[src/rtl/led_scan_controller.sv]
// ============================================================================
// led_scan_controller
// ----------------------------------------------------------------------------
// Column-scanned LED matrix controller for a double-buffered N x N cell frame.
// Each column is blanked for BLANK cycles (ena=0), then driven for DWELL
// cycles (ena=1). The column index x advances only at the end of a drive, so
// x is stable for the whole time ena is high. New frames are accepted into a
// single pending register and promoted to the displayed frame (cells) only at
// the frame boundary, which is the end of the drive of column N-1. A displayed
// frame therefore always covers every column exactly once per scan.
//
// Ports
//   clk          sole clock, rising edge
//   rst          asynchronous, active-high reset
//   frame_in     N*N-bit cell frame offered for display
//   frame_valid  frame_in holds a frame
//   frame_ready  a frame can be accepted this cycle (0 while rst is high)
//   ena          registered column-decoder enable
//   x            registered column index, $clog2(N)+1 bits
//   cells        registered frame currently displayed
//   frame_start  registered one-cycle pulse on the first drive cycle of col 0
// ============================================================================
module led_scan_controller #(
    parameter int N     = 8,
    parameter int DWELL = 1000,
    parameter int BLANK = 16
) (
    input  logic                 clk,
    input  logic                 rst,
    input  logic [N*N-1:0]       frame_in,
    input  logic                 frame_valid,
    output logic                 frame_ready,
    output logic                 ena,
    output logic [$clog2(N):0]   x,
    output logic [N*N-1:0]       cells,
    output logic                 frame_start
);

    localparam int XW      = $clog2(N) + 1;
    localparam int CNT_MAX = (DWELL > BLANK) ? DWELL : BLANK;
    localparam int CW      = $clog2(CNT_MAX + 1);

    localparam logic [CW-1:0] BLANK_LAST = CW'(BLANK - 1);
    localparam logic [CW-1:0] DWELL_LAST = CW'(DWELL - 1);
    localparam logic [XW-1:0] X_LAST     = XW'(N - 1);

    typedef enum logic {
        S_BLANK = 1'b0,
        S_DRIVE = 1'b1
    } state_t;

    initial begin
        if (N < 1 || N > 8)
            $error("led_scan_controller: N=%0d outside 1..8", N);
        if (DWELL < 1)
            $error("led_scan_controller: DWELL=%0d must be at least 1", DWELL);
        if (BLANK < 1)
            $error("led_scan_controller: BLANK=%0d must be at least 1", BLANK);
    end

    state_t            state, state_d;
    logic [CW-1:0]     cnt, cnt_d;
    logic [XW-1:0]     x_d;
    logic              blank_done, drive_done;

    logic              ena_d, frame_start_d;
    logic [N*N-1:0]    cells_d, pending, pending_d;
    logic              pending_full, pending_full_d;
    logic              accept, swap;

    // Ready is gated by rst so nothing upstream sees a handshake while the
    // buffers are being cleared.
    assign frame_ready = !pending_full && !rst;
    assign accept      = frame_valid && frame_ready;

    // ------------------------------------------------------------------
    // State register (also holds the registered outputs and buffers)
    // ------------------------------------------------------------------
    // NOTE: sequential state uses non-blocking assignments so every register
    // samples the pre-edge values, independent of statement order.
    always_ff @(posedge clk or posedge rst) begin
        if (rst) begin
            state        <= S_BLANK;
            cnt          <= '0;
            x            <= '0;
            ena          <= 1'b0;
            frame_start  <= 1'b0;
            cells        <= '0;
            pending      <= '0;
            pending_full <= 1'b0;
        end else begin
            state        <= state_d;
            cnt          <= cnt_d;
            x            <= x_d;
            ena          <= ena_d;
            frame_start  <= frame_start_d;
            cells        <= cells_d;
            pending      <= pending_d;
            pending_full <= pending_full_d;
        end
    end

    // ------------------------------------------------------------------
    // Next-state logic: one counter times both phases
    // ------------------------------------------------------------------
    // NOTE: every variable gets a default at the top of the block, so no
    // path can leave one unassigned and infer a latch.
    always_comb begin
        state_d    = state;
        cnt_d      = cnt + 1'b1;
        x_d        = x;
        blank_done = 1'b0;
        drive_done = 1'b0;
        case (state)
            S_BLANK: begin
                if (cnt == BLANK_LAST) begin
                    state_d    = S_DRIVE;
                    cnt_d      = '0;
                    blank_done = 1'b1;
                end
            end
            S_DRIVE: begin
                if (cnt == DWELL_LAST) begin
                    state_d    = S_BLANK;
                    cnt_d      = '0;
                    drive_done = 1'b1;
                    x_d        = (x == X_LAST) ? '0 : x + 1'b1;
                end
            end
        endcase
    end

    // ------------------------------------------------------------------
    // Output logic: next values of the registered outputs and buffers
    // ------------------------------------------------------------------
    always_comb begin
        // The swap looks at pending_full as registered; a frame accepted on
        // this same edge waits for the following frame boundary. Accept and
        // swap are mutually exclusive because accept needs pending_full low.
        swap           = drive_done && (x == X_LAST) && pending_full;
        ena_d          = (state_d == S_DRIVE);
        frame_start_d  = blank_done && (x == '0);
        cells_d        = swap ? pending : cells;
        pending_d      = accept ? frame_in : pending;
        pending_full_d = pending_full;
        if (swap)
            pending_full_d = 1'b0;
        if (accept)
            pending_full_d = 1'b1;
    end

endmodule

[config.mk]
export PLATFORM = sky130hd
export DESIGN_NAME = led_scan_controller
export DESIGN_NICKNAME = d
export VERILOG_FILES = /design/src/rtl/led_scan_controller.sv
export SDC_FILE = /design/constraint.sdc
export NUM_CORES = 1
export LEC_CHECK = 0
export ABC_CLOCK_PERIOD_IN_PS = 7300
export CORE_AREA = 2 2 136 85
export DETAILED_ROUTE_END_ITERATION = 10
export DIE_AREA = 0 0 138 87
export PLACE_DENSITY = 0.9
export SLEW_MARGIN = 15
export SYNTH_ARGS = -nofsm -noshare
export SYNTH_HDL_FRONTEND = slang
export SYNTH_SLANG_ARGS = --single-unit
[constraint.sdc]
create_clock -name clk -period 7.3 [get_ports clk]
set_clock_uncertainty 0.15 [all_clocks]
set_input_delay 1.095 -clock clk [delete_from_list [all_inputs] [get_ports clk]]
set_output_delay 1.095 -clock clk [all_outputs]
set_load 0.01 [all_outputs]
# After elaboration in Yosys (flattened, before gate mapping)
# Index checks and enable logic that the tools add are counted.
# Widths: inputs -> output; s select.
# totals
reg_bits,145
in_bits,67
output_inout_bits,71
# op_classes
addsub,2
eq_ne,3
n_mux,12
n_bitwise,1
n_reduce_logical,10
# ops
operator,n
$mux 10,2
$pmux 10 s2,1
$add 10x1->10 const B,1
$eq 10x10->1 const B,1
$eq 10x4->1 const B,1
$mux 1,7
$logic_and 1x1->1,5
$add 4x1->4 const B,1
$eq 4x3->1 const B,1
$logic_not 4->1,1
$mux 4,1
$logic_not 1->1,2
$pmux 1 s2,1
$reduce_and 2->1,1
$reduce_bool 2->1,1
$not 1->1,1

# Longest topological paths before layout
# logic_depth
depth_word,7
ltp_mapped,5

# Least setup slack after synthesis
# No wires, ideal clock.
# synth_path
path_type,input-to-reg
start,input port rst
end,register pending[0]
arrival_ns,2.471
t_required_ns,7.025
path_slack_ns,4.554
path_stages,5
path_buffers,2
cell_sequence,nor2_1 -> and2_1 -> clkbuf_1 -> clkbuf_1 -> mux2_2
# synth_via
elab_chain_cells,3
# synth_rtl
item,line,text
from (decl),29,"input logic rst,"
$logic_not 1->1 (no source line),n/a,
$logic_and 1x1->1,73,assign frame_ready = !pending_full && !rst;
$logic_and 1x1->1,74,assign accept = frame_valid && frame_ready;
to (signal assigned),98,pending <= pending_d;
to (decl),67,"logic [N*N-1:0] cells_d, pending, pending_d;"
# No other way between the ends.
# A chain may end at the register's enable or synchronous reset.

# Final worst setup path
# layout_path
start,input port rst
end,output port frame_ready
# layout_via
elab_chain_cells,2
# layout_rtl
item,line,text
$logic_not 1->1 (no source line),n/a,
$logic_and 1x1->1,73,
to (decl),32,"output logic frame_ready,"
# No other way between the ends.

==> results.md <==
* Port Buf Inserts at 137
* Critical Path AT at 2310 ps
* Layout Nets at 567
* Post-Syn Instances at 350
* Status: finished, final reports clean
* Cell taking the most area after synthesis: dfrtp_1
* Syn Area/Cell at 15.9 µm²
* Io pins at 138
* Synth cell types at 28
* N_diodes at 0
* Initial antenna violation count at 0
* Hold Path Stages at 1
* Clock Power Share at 39.0%
* Total CTS buffers at 17
* Hold Violations, Final at 0
* WS Path Type: in2out
* Worst r2r path cells at 5
* Setup slack after layout at 3750 ps
* DRC at 0
* Peak VDD IR at 226 µV
* Design Power at 0.00216 W
* Min-delay worst type: reg2reg
* Vias at 3280
* Crit path launch type: input pin
* Die extent in y at 87 µm
* Fin crit period at 3550 ps
* Cell leakage power at 3.41 nW
* Worst slew pin tran at 1010 ps
* Reg2reg end: cells[10]
* Ys flop type: dfrtp_1
* Register share of total power at 49.8%
* Vias in the first global route at 3576
* Sw power at 0.000487 W
* CTS tree: done
* Gr ovfl total at 0
* Synth Register Bits at 145
* Sequential-to-total area share from yosys stat at 65.2%
* Fraction of layout cells with a size suffix above 1 at 32.5%
* Kind of end point of the critical path: output port
* Top cell type's share of synthesized area at 65.2%
* Root Buffer: clkbuf_16
* GRT Total Usage at 19.6%
* CTS Sinks at 145
* Hold buffers post-CTS at 0
* WL/cell at 17.2 µm
* Crit-path max FO at 2
* Antenna viol nets, final at 0
* Global-route wire length before repair at 18.3 mm
* Logic pwr share at 11.2%
* WL final at 11.2 mm
* Via density at 5.02
* Fin. max-slew vios at 0
* Post-CTS Setup Bufs at 0
* Slew HR at 32.7%
* Hold_sp: cnt[0]
* Clock buffer depth at 2
* Switching Share at 22.5%
* Hold Path Sink: cnt[0]
* Max_cap viols at 0
* Die width at 138 µm
* Worst EP required at 6050 ps
* RSZ-0062 raised after global routing: no
* Power per cell area at 283 nW/µm²
* Core Footprint at 10900 µm²
* Number of synthesized flops with an enable pin at 0
* Die ar. at 12000 µm²
* Final period util at 48.7%
* Asr flop ratio synth at 100%
* Mapped cell area at 5570 µm²
* H-tree levels at 4
* Placer Congestion at 0.759
* Syn_nets at 420
* Post-cts sizing count at 0
* Top post-synthesis cells by area: dfrtp_1 (65%), mux2_2 (25%), buf_6 (1.2%)
* Layout area overhead at 37.4%
* Fmax at 282 MHz
* R2R setup slack at 4900 ps
* RR Startpoint: cnt[5]
* Clock slew at reported path FFs at 50 ps
* Place WS at 3730 ps
* Clock latency on the worst-skew pair at 400 ps
* Detailed placement HPWL at 7.60 mm
* Yosys warns at 0
* Largest net degree at the start of global routing at 84
* Total iterations of the first detailed-routing run at 5
* Rows at 30
* Int Power at 0.00167 W
* Starting density of the core at 51.1%
* Final setup viols at 0
* Starting DRT DRC Count at 122
* Setup TNS at 0 ps
[worst max path at each step]
| stage | endpoint | slack, ps | from | depth (start not counted) |
|---|---|---|---|---|
| after CTS | frame_ready | 3720 | rst | 3 |
| after detailed placement | frame_ready | 3730 | rst | 3 |
| after global routing | frame_ready | 3670 | rst | 3 |
| final | frame_ready | 3750 | rst | 3 |
| after floorplan | cells[0] | 2160 | rst | 1 |
| after global placement | frame_ready | 3780 | rst | 3 |
[cells in the final DEF, fill, tap and decap left out, types with 2 or more instances in the layout]
master,count
and3_1,3
buf_4,4
bufinv_16,2
clkbuf_16,17
clkbuf_8,2
clkdlybuf4s50_1,137
clkinv_2,4
clkinvlp_4,5
dfrtp_1,145
ha_1,3
inv_1,3
inv_6,2
mux2_1,5
mux2_2,125
nand2_1,8
nand3_1,3
nand4_1,2
nor2_1,14
nor3_1,2
nor4_1,2
xnor2_1,6
xor2_1,3
[flip-flops by register name, summed over array words and instances, names as in the netlist]
register,cells
x,4
frame_start,1
cnt,10
pending,64
cells,64
state,1
pending_full,1
[Yosys cell counts (2+ instances only)]
library cell	number
nand4_1	2
xor2_1	3
ha_1	3
and3_1	3
nor2_1	14
mux2_2	125
mux2_1	5
inv_1	4
buf_6	6
clkbuf_1	7
nand2_1	8
dfrtp_1	145
nand3_1	3
xnor2_1	6
nor3_1	2
nor4_1	2
[stage by stage]
step	hold slack (ps)	utilization (%)	instance area (µm²)	std cells
finish	332	70.3	7650	654
global route	347	70.3	7650	654
CTS	334	70.3	7650	654
detailed placement	322	64.9	7060	622
global placement	298	64.9	7060	622
floorplan	283	-	5570	350
[critical path, stage by stage]
cell and delay, ps:
clkdlybuf4s50_1 500, nor2_1 160, clkdlybuf4s50_1 550
[power by group through the flow]
stage	registers [W]	logic [W]	clock network, W
after CTS	0.00108	0.000250	0.000863
final	0.00108	0.000243	0.000842
after floorplan	0.00105	0.000182	0
after global routing	0.00110	0.000268	0.000906
after global placement	0.00107	0.000230	0
after detailed placement	0.00109	0.000248	0
[cell families (layout without fill, tap and decap cells)]
logic type | count (synthesis) | after routing | share of synthesized area (%)
compound gates | 4 | 4 | 0.472
xor+xnor | 9 | 9 | 1.42
buf+inv | 17 | 177 | 1.96
flops | 145 | 145 | 65.2
simple gates | 42 | 42 | 4.00
fa+ha+maj | 3 | 3 | 0.674
mux | 130 | 130 | 26.3
[final cells by class]
cell class	count	area, µm²
Inverter	4	20.0
Sequential cell	145	3630
Clock inverter	13	135
Multi-Input combinational cell	188	1830
Tap cell	144	180
Timing Repair Buffer	141	1400
Clock buffer	19	453
Fill cell	768	3240
[metal layers]
metal,global-route usage [%],part of all wire (%),up-vias
met5,0,0,-
met4,6.40,0.85,0
met2,31.1,48,94
met3,7.81,7.8,7
met1,25.1,43,1659
li1,-,-,1520
(Power assumes the default switching activity.)
